[config.mk]
export PLATFORM = sky130hd
export DESIGN_NAME = mult16x16_seq
export DESIGN_NICKNAME = d
export VERILOG_FILES = /design/src/rtl/mult_pkg.sv /design/src/rtl/add16_rc.sv /design/src/rtl/mult_cells.sv /design/src/rtl/mult16x16_seq.sv
export SDC_FILE = /design/constraint.sdc
export NUM_CORES = 1
export LEC_CHECK = 0
export BUFFER_PORTS_ARGS = -buffer_cell sky130_fd_sc_hd__clkbuf_2
export CAP_MARGIN = 0
export CORE_MARGIN = 2
export CORE_UTILIZATION = 52
export CTS_CLUSTER_DIAMETER = 40
export DETAILED_ROUTE_END_ITERATION = 10
export HOLD_SLACK_MARGIN = 0.08
export PLACE_DENSITY = 0.87
export SLEW_MARGIN = 25
export SYNTH_ARGS = -nofsm -noshare
export SYNTH_HDL_FRONTEND = slang
export SYNTH_HIERARCHICAL = 1
export SYNTH_SLANG_ARGS = --single-unit
[constraint.sdc]
create_clock -name clk -period 8.2 [get_ports clk]
set_clock_uncertainty 0.15 [all_clocks]
set_input_delay 0.41 -clock clk [delete_from_list [all_inputs] [get_ports clk]]
set_output_delay 0.41 -clock clk [all_outputs]
set_load 0.01 [all_outputs]
[src/rtl/mult_pkg.sv]
// Shared constants and state encoding for the sequential 16x16 multiplier.
// Latency: n/a (declarations only).
// Backpressure: n/a (declarations only).
package mult_pkg;

    // Operand width; the product is twice as wide.
    localparam int WIDTH = 16;

    // Iteration counter width: must hold 0..WIDTH-1.
    localparam int CNT_W = 5;

    // Product width.
    localparam int PW = 2 * WIDTH;

    // Counter value seen during the last CALC cycle.
    localparam logic [CNT_W-1:0] LAST_CNT = CNT_W'(WIDTH - 1);

    // Controller states.
    typedef enum logic [1:0] {
        IDLE = 2'd0,
        CALC = 2'd1,
        DONE = 2'd2
    } state_t;

endpackage

[src/rtl/add16_rc.sv]
// 16-bit ripple-carry adder with carry out, half adder at bit 0.
// Latency: combinational, one ripple chain.
// Backpressure: none.
module add16_rc
    import mult_pkg::*;
(
    input  logic [WIDTH-1:0] i_a,
    input  logic [WIDTH-1:0] i_b,
    output logic [WIDTH-1:0] o_sum,
    output logic             o_cout
);

    // w_carry[i] is the carry into bit i; w_carry[WIDTH] is the carry out.
    logic [WIDTH:1] w_carry;

    // Bit 0 has no carry in, so a half adder suffices.
    half_adder u_ha0 (
        .i_a    (i_a[0]),
        .i_b    (i_b[0]),
        .o_sum  (o_sum[0]),
        .o_cout (w_carry[1])
    );

    // Bits 1..WIDTH-1 ripple the carry upward.
    for (genvar gi = 1; gi < WIDTH; gi++) begin : g_fa
        full_adder u_fa (
            .i_a    (i_a[gi]),
            .i_b    (i_b[gi]),
            .i_cin  (w_carry[gi]),
            .o_sum  (o_sum[gi]),
            .o_cout (w_carry[gi+1])
        );
    end

    assign o_cout = w_carry[WIDTH];

endmodule

[src/rtl/mult_cells.sv]
// Single-bit adder cells used to build the ripple-carry adder.
// Latency: combinational.
// Backpressure: none.

// Half adder: sum and carry of two bits.
module half_adder (
    input  logic i_a,
    input  logic i_b,
    output logic o_sum,
    output logic o_cout
);

    assign o_sum  = i_a ^ i_b;
    assign o_cout = i_a & i_b;

endmodule

// Full adder: sum and carry of two bits plus a carry in.
module full_adder (
    input  logic i_a,
    input  logic i_b,
    input  logic i_cin,
    output logic o_sum,
    output logic o_cout
);

    logic w_p;

    assign w_p    = i_a ^ i_b;
    assign o_sum  = w_p ^ i_cin;
    assign o_cout = (i_a & i_b) | (w_p & i_cin);

endmodule

[src/rtl/mult16x16_seq.sv]
// Iterative radix-2 shift-add unsigned 16x16 multiplier, one adder reused 16 times.
// Latency: accept edge is cycle 0, product valid after edge 16; 18 cycles per product minimum.
// Backpressure: in_ready only in IDLE; DONE holds p stable until out_ready.
module mult16x16_seq
    import mult_pkg::*;
(
    input  logic             clk,
    input  logic             rst,
    input  logic             in_valid,
    output logic             in_ready,
    input  logic [WIDTH-1:0] a,
    input  logic [WIDTH-1:0] b,
    output logic             out_valid,
    input  logic             out_ready,
    output logic [PW-1:0]    p,
    output logic             busy
);

    state_t             r_state;
    state_t             w_state_nxt;
    logic [WIDTH-1:0]   r_mcand;
    logic [PW-1:0]      r_acc;
    logic [CNT_W-1:0]   r_cnt;

    logic [WIDTH-1:0]   w_addend;
    logic [WIDTH-1:0]   w_sum;
    logic               w_cout;

    // The multiplicand is added only when the multiplier bit now at acc[0] is set.
    assign w_addend = r_acc[0] ? r_mcand : '0;

    add16_rc u_add (
        .i_a    (r_acc[PW-1:WIDTH]),
        .i_b    (w_addend),
        .o_sum  (w_sum),
        .o_cout (w_cout)
    );

    // State register; reset abandons any in-flight product.
    always_ff @(posedge clk) begin
        if (rst) begin
            r_state <= IDLE;
        end else begin
            r_state <= w_state_nxt;
        end
    end

    // Next-state decode: accept in IDLE, 16 iterations in CALC, wait for consumer in DONE.
    always_comb begin
        w_state_nxt = r_state;
        case (r_state)
            IDLE: begin
                if (in_valid) begin
                    w_state_nxt = CALC;
                end
            end
            CALC: begin
                if (r_cnt == LAST_CNT) begin
                    w_state_nxt = DONE;
                end
            end
            DONE: begin
                if (out_ready) begin
                    w_state_nxt = IDLE;
                end
            end
            default: begin
                w_state_nxt = IDLE;
            end
        endcase
    end

    // Datapath: load operands on accept, then add-and-shift right once per CALC cycle.
    // The adder carry becomes the new MSB, so no product bit is ever lost.
    always_ff @(posedge clk) begin
        if (rst) begin
            r_mcand <= '0;
            r_acc   <= '0;
            r_cnt   <= '0;
        end else begin
            case (r_state)
                IDLE: begin
                    if (in_valid) begin
                        r_mcand <= a;
                        r_acc   <= {{WIDTH{1'b0}}, b};
                        r_cnt   <= '0;
                    end
                end
                CALC: begin
                    r_acc <= {w_cout, w_sum, r_acc[WIDTH-1:1]};
                    r_cnt <= r_cnt + CNT_W'(1);
                end
                default: begin
                    // DONE holds the product until the next accept.
                end
            endcase
        end
    end

    // Handshake outputs come from registered state only.
    assign in_ready  = (r_state == IDLE);
    assign out_valid = (r_state == DONE);
    assign busy      = (r_state == CALC);
    assign p         = r_acc;

endmodule

==> results.toml, run 1 <==
[outcome]
status = "completed"

[timing]
slew_headroom_pct = 52.9
fin_setup_tns_ns = 0
fin_crit_ns = 7.32
fmax_mhz = 137
drv_slew = 0
finalSetupViolCount = 0
rsz0062_at_grt = "no"
period_share_pct = 89.2
worst_pin_slew_ns = 0.706
finalHoldViolations = 0

[layout]
finalNetCount = 412
final_cells = 425
drive_gt1_share_pct = 23.2
num_antenna_cells = 0
final_common_cell = "nand2_1"
syn2layout_area_growth_pct = 15.4
post-route-util_pct = 63.1
final_cell_mix = "nand2_1, clkbuf_2, dfxtp_1"
fill_cells = 432

[setup_path]
crit-reg2reg-capture = "p[30]"
r2r_slack_ns = 0.88
worstSetupEndpointType = "flop"
cp.depth = 19
r2r_start = "p[0]"
start_kind = "flop"
cpPeakStageDelay_ns = 0.49
worst-path-max-fanout = 18
cp_num_buf_inv = 0
crit_top_cell = "fa_1"
critPathRequiredTime_ns = 8.29
cp_slowest_cell = "fa_1"
r2r_cells = 19
crit_chain = "and2_1 > ha_1 > fa_1 > fa_1 > fa_1 > fa_1 > fa_1 > fa_1 > fa_1 > fa_1 > fa_1 > fa_1 > fa_1 > fa_1 > fa_1 > fa_1 > fa_1 > nand2_1 > a21oi_1"
crit_family = "adder cells"
crit_type = "reg -> reg"
crit_arrival_ns = 7.41

[global_route]
grt_max_degree = 40
grt.total_usage_pct = 20.2
first_global_vias = 1954
overflow = 0
grt_pass1_wl_mm = 8.65
antenna_found_initial = 0

[drt]
wire_per_inst_um = 13.2
drt-total-wl_mm = 5.59
drtIter0Drc = 90
via_per_inst = 5.31
drtAntennaViolNets = 0
vias = 2256
firstDrtPassIters = 4
drcViolationCount = 0

[power]
switchingPower_w = 0.000142
power_frac_clock_pct = 32.4
seq_power_share_pct = 54.1
power.internal_w = 0.000399
pwr-share-comb_pct = 13.5
pwr_density_cell_mw_per_mm2 = 178
ir_drop_mv = 0.118
totalPowerFinal_w = 0.000541
power.leakage_nw = 1.36
switching_share_pct = 26.2

[yosys]
yosysSeqAreaShare_pct = 41.8
syn_inst = 303
ys_warn_count = 6
synth_fp_nets = 357
yosys.cell_types.count = 30
synth_seq_cells = 55
synth_top_area_cell = "dfxtp_1"
synth_top_area_share_pct = 41.8
syn_avg_cell_area_um2 = 8.69
synth.cell_area_mm2 = 0.00263
synth.area.top_cells = "dfxtp_1, nand2_1, fa_1"

[placed_design]
io_buffers = 70
place_congestion = 0.757
hpwl_mm = 3.87
place_inst = 418

[clock_tree]
clock_sinks = 55
cts_root_buffer = "clkbuf_8"
cts-resized-gates = 0
cts_setup_buffers = 0
clock_path_buffers = 2
clkTransAtPathRegs_ns = 0.10
cts_tree = "yes"
htreeDepth = 2
numCtsBuffers = 5
clk_latency_ns = 0.31
holdBufCountCts = 0

[hold_path]
hold_path_end = "r_mcand[13]"
hp-class = "in -> reg"
worstHoldStart = "a[13]"
whs_path_depth = 3

[floorplan]
num_rows = 25
core-area_mm2 = 0.00482
io_pins = 71
start_util_pct = 54.6
die_w_um = 75.2
die_area_mm2 = 0.00565
fp.dieH_um = 75.2

[flow_run]
cap_violations = 0
-- how the worst max path moves through the flow --
stage | slack, ns | endpoint | start
2_1_floorplan | 1.34 | p[30] | p[0]
3_3_place_gp | 1.06 | p[30] | p[0]
3_5_place_dp | 0.89 | p[30] | p[0]
4_1_cts | 0.88 | p[30] | p[0]
5_1_grt | 0.67 | p[30] | p[0]
6_report | 0.88 | p[30] | p[0]
-- synthesized netlist by cell type, drive strengths merged --
cell type	n
nand2	81
dfxtp	55
a21oi	35
nand3	20
nor2	20
buf	18
a311oi	16
and2	16
fa	15
clkbuf	6
ha	3
inv	3
nand2b	3
a211oi	1
a22oi	1
a31oi	1
and3	1
nor2b	1
nor3	1
nor3b	1
o211a	1
o21a	1
o21ba	1
or3	1
or3b	1
-- cell type report --
type	count	area (µm²)	area share, %
repair buffers	72	385	12.7
multi-input cells	221	1350	44.6
well taps	67	83.8	2.76
clock buffers	6	72.6	2.39
flip-flops and latches	55	1100	36.2
clock inverters	1	30.0	0.988
inverters	3	11.3	0.371
-- registers in the layout (all words and copies together), names as in the netlist --
| signal | cells |
|---|---|
| r_state | 2 |
| p | 32 |
| r_mcand | 16 |
| r_cnt | 5 |
-- stage by stage --
| stage | setup slack, ns | area (µm²) | hold slack, ns |
|---|---|---|---|
| final | 0.882 | 3040 | 0.153 |
| after global routing | 0.670 | 3040 | 0.154 |
| after CTS | 0.875 | 3030 | 0.148 |
| after detailed placement | 0.885 | 2930 | 0.294 |
| after global placement | 1.06 | 2900 | 0.290 |
| after floorplan | 1.34 | 2630 | 0.282 |
-- kinds of logic after synthesis --
family	after synthesis	share of synthesized area [%]
AOI/OAI and AO/OA	57	13.8
adders and majority gates	18	12.8
buffers and inverters	27	6.99
DFF	55	41.8
and+or+nand+nor	146	24.5
-- worst register-to-register path, cell delays in order (launching register included) --
cell and delay [ns]:
dfxtp_1 0.46, and2_1 0.24, ha_1 0.19, fa_1 0.38
fa_1 0.40, fa_1 0.39, fa_1 0.41, fa_1 0.41
fa_1 0.39, fa_1 0.39, fa_1 0.39, fa_1 0.39
fa_1 0.39, fa_1 0.40, fa_1 0.40, fa_1 0.40
fa_1 0.40, fa_1 0.49, nand2_1 0.05, a21oi_1 0.14
-- metal layers --
metal	vias to the layer above	global-route usage [%]	wire (µm)
met5	-	0	0
met1	1063	25.6	2460
met3	10	4.69	397
met2	70	33.4	2650
met4	0	8.19	91
li1	1113	-	-
-- power groups by stage --
stage | clock [W] | combinational (W) | sequential [W]
CTS | 0.000178 | 0.0000731 | 0.000292
floorplan | 0 | 0.0000510 | 0.000299
global route | 0.000189 | 0.0000819 | 0.000295
finish | 0.000175 | 0.0000729 | 0.000293
global placement | 0 | 0.0000696 | 0.000298
detailed placement | 0 | 0.0000726 | 0.000299
Power figures use the tool's default switching activity.
==> inputs of run 2 (changes only) <==
--- a/config.mk
+++ b/config.mk
@@ -8,13 +8,12 @@
 export BUFFER_PORTS_ARGS = -buffer_cell sky130_fd_sc_hd__clkbuf_2
 export CAP_MARGIN = 0
 export CORE_MARGIN = 2
-export CORE_UTILIZATION = 52
+export CORE_UTILIZATION = 53
 export CTS_CLUSTER_DIAMETER = 40
 export DETAILED_ROUTE_END_ITERATION = 10
 export HOLD_SLACK_MARGIN = 0.08
-export PLACE_DENSITY = 0.87
+export PLACE_DENSITY = 0.88
 export SLEW_MARGIN = 25
 export SYNTH_ARGS = -nofsm -noshare
 export SYNTH_HDL_FRONTEND = slang
-export SYNTH_HIERARCHICAL = 1
 export SYNTH_SLANG_ARGS = --single-unit
==> constraint.sdc (replaced) <==
create_clock -name clk -period 8 [get_ports clk]
set_clock_uncertainty 0.15 [all_clocks]
set_input_delay 0.4 -clock clk [delete_from_list [all_inputs] [get_ports clk]]
set_output_delay 0.4 -clock clk [all_outputs]
set_load 0.01 [all_outputs]
==> run 2 against run 1 <==
  * Non-clock buffer count did not move
  * Synthesized cell count rose by 11%
  * Global-route usage rose by 0.74 points
  * Via count rose by 5.3%
  * Die area rose by 4.8%
  * Combinational power rose by 9.6%
  * Setup slack got worse by 0.42 ns
  * Clock power fell by 8%
  * Total power fell by 0.10%
==> results.toml, run 2 <==
[layout]
num_antenna_cells = 0
final_common_cell = "clkbuf_2"
final_cells = 446
post-route-util_pct = 60.4
drive_gt1_share_pct = 22.6
syn2layout_area_growth_pct = 9.41
multi_input_area_mm2 = 0.00136
final_cell_mix = "clkbuf_2, nand2_1, dfxtp_1"
seqCellArea_mm2 = 0.00110
finalNetCount = 429
largest_reg_flops = 32
post-route-cell-area_mm2 = 0.00309
fill_cells = 480

[clock_tree]
cts_setup_buffers = 0
clk_latency_ns = 0.31
clkTransAtPathRegs_ns = 0.10
htreeDepth = 2
cts-resized-gates = 0
clock_sinks = 55
clock_path_buffers = 2
cts_tree = "yes"
cts_root_buffer = "clkbuf_8"
numCtsBuffers = 5
holdBufCountCts = 0

[placed_design]
place_inst = 438
place_congestion = 0.780
io_buffers = 70
hpwl_mm = 4.04
detailedPlace.worstSlack_ns = 0.432
placed_cell_area_mm2 = 0.00298

[flow_run]
cap_violations = 0

[power]
ir_drop_mv = 0.0732
pwr_density_cell_mw_per_mm2 = 175
power.leakage_nw = 1.21

[global_route]
grt.total_usage_pct = 20.9
grt_pass1_wl_mm = 10.2
first_global_vias = 2383
antenna_found_initial = 0
grt_max_degree = 56
overflow = 0

[timing]
rsz0062_at_grt = "no"
worst_slack_ns = 0.459
finalHoldViolations = 0
slew_headroom_pct = 52.6
worst_pin_slew_ns = 0.710
fin_crit_ns = 7.54
period_share_pct = 94.3
fin_setup_tns_ns = 0
drv_slew = 0
fmax_mhz = 133
finalSetupViolCount = 0

[drt]
top_layer = "met4"
via_per_inst = 5.33
vias = 2376
met3_length_um = 288
drtIter0Drc = 161
firstDrtPassIters = 4
drtAntennaViolNets = 0
wire_per_inst_um = 13.3
drt-total-wl_mm = 5.95
met1_length_mm = 2.42
met2_length_mm = 3.14
drcViolationCount = 0

[floorplan]
core-area_mm2 = 0.00511
fp.dieH_um = 76.9
io_pins = 71
start_util_pct = 55.2
num_rows = 26
die_area_mm2 = 0.00592
die_w_um = 76.9

[yosys]
ys_warn_count = 0
yosys.cell_types.count = 33
synthArstFlopShare_pct = 0
synth_seq_cells = 55
synth.most_common_cell = "nand2_1"
synth.top_cells.by_count = "nand2_1, dfxtp_1, a21oi_1, buf_4, nand3_1"
synth_top_area_share_pct = 39.0
synth_ff_type = "dfxtp_1"
syn_inst = 337
syn_avg_cell_area_um2 = 8.37
synth-edff-count = 0
yosysSeqAreaShare_pct = 39.0
synth.cell_area_mm2 = 0.00282
synth.area.top_cells = "dfxtp_1, fa_1, nand2_1"
synth_fp_nets = 391
synth_top_area_cell = "dfxtp_1"

[setup_path]
r2r_slack_ns = 0.46
crit-reg2reg-capture = "p[30]"
r2r_start = "p[0]"
worstSetupEndpointType = "flop"
worst-path-max-fanout = 17
r2r_cells = 20
crit_arrival_ns = 7.55
endpoint = "p[30]"
critPathRequiredTime_ns = 8.01
cp-startpoint = "p[0]"
crit_type = "reg -> reg"
start_kind = "flop"

[hold_path]
hp-class = "in -> reg"

[outcome]
status = "completed"
## run 2: cell count changes after synthesis, moves of 13 or more
cell      change
a311oi_1     -15
nand2_1      -14
and2_1       -14
nand2b_1     +13
buf_4        +19
inv_1        +15
a211oi_1     +15
a21oi_1      +15
## run 2: kinds of logic (layout without fill, tap and decap cells)
kind of cell | after synthesis | after routing | synth area share [%]
flops | 55 | 55 | 39.0
buf+inv | 60 | 99 | 12.9
compound gates | 73 | 73 | 15.3
fa+ha+maj | 18 | 18 | 12.0
simple gates | 131 | 131 | 20.8
## run 2: area by class of cell
cell class | count | area share (%)
well taps | 70 | 2.84
clock inverters | 1 | 0.284
flip-flops and latches | 55 | 35.7
repair buffers | 72 | 11.9
multi-input cells | 222 | 44.2
inverters | 19 | 2.31
clock buffers | 7 | 2.80
## run 2: per-layer routing
metal | vias up | global-route usage [%]
met2 | 71 | 38.4
li1 | 1156 | -
met1 | 1139 | 23.7
met4 | 0 | 8.91
met5 | - | 0
met3 | 10 | 3.65
## run 2: metrics by stage
stage	power [W]	hold WS (ns)
after floorplan	0.000363	0.282
after detailed placement	0.000385	0.298
after global routing	0.000564	0.162
after global placement	0.000382	0.288
after CTS	0.000543	0.150
final	0.000540	0.151
## run 2: worst min path at each step
stage	start	endpoint	slack, ns	depth (start not counted)
finish	a[7]	r_mcand[7]	0.15	3
global route	a[5]	r_mcand[5]	0.16	3
CTS	a[11]	r_mcand[11]	0.15	3
detailed placement	r_mcand[0]	r_mcand[0]	0.30	2
global placement	r_mcand[0]	r_mcand[0]	0.29	2
floorplan	r_mcand[0]	r_mcand[0]	0.28	2
## run 2: power breakdown
group / switching [W] / total [W] / leakage [nW] / internal, W
Combinational: 0.0000505 / 0.0000799 / 0.709 / 0.0000293
Clock: 0.0000900 / 0.000161 / 0.0484 / 0.0000712
Sequential: 0.0000110 / 0.000299 / 0.450 / 0.000288
Total: 0.000151 / 0.000540 / 1.21 / 0.000389
## run 2: worst max-delay path, cell delays in order (launching register included)
cell and delay [ns]:
dfxtp_1 0.34, buf_4 0.21, nand2_1 0.11, fa_1 0.46
fa_1 0.43, fa_1 0.43, fa_1 0.43, fa_1 0.42
fa_1 0.43, fa_1 0.42, fa_1 0.43, fa_1 0.43
fa_1 0.42, fa_1 0.43, fa_1 0.43, fa_1 0.42
fa_1 0.39, inv_1 0.08, fa_1 0.41, nand2_1 0.07
a21oi_1 0.07
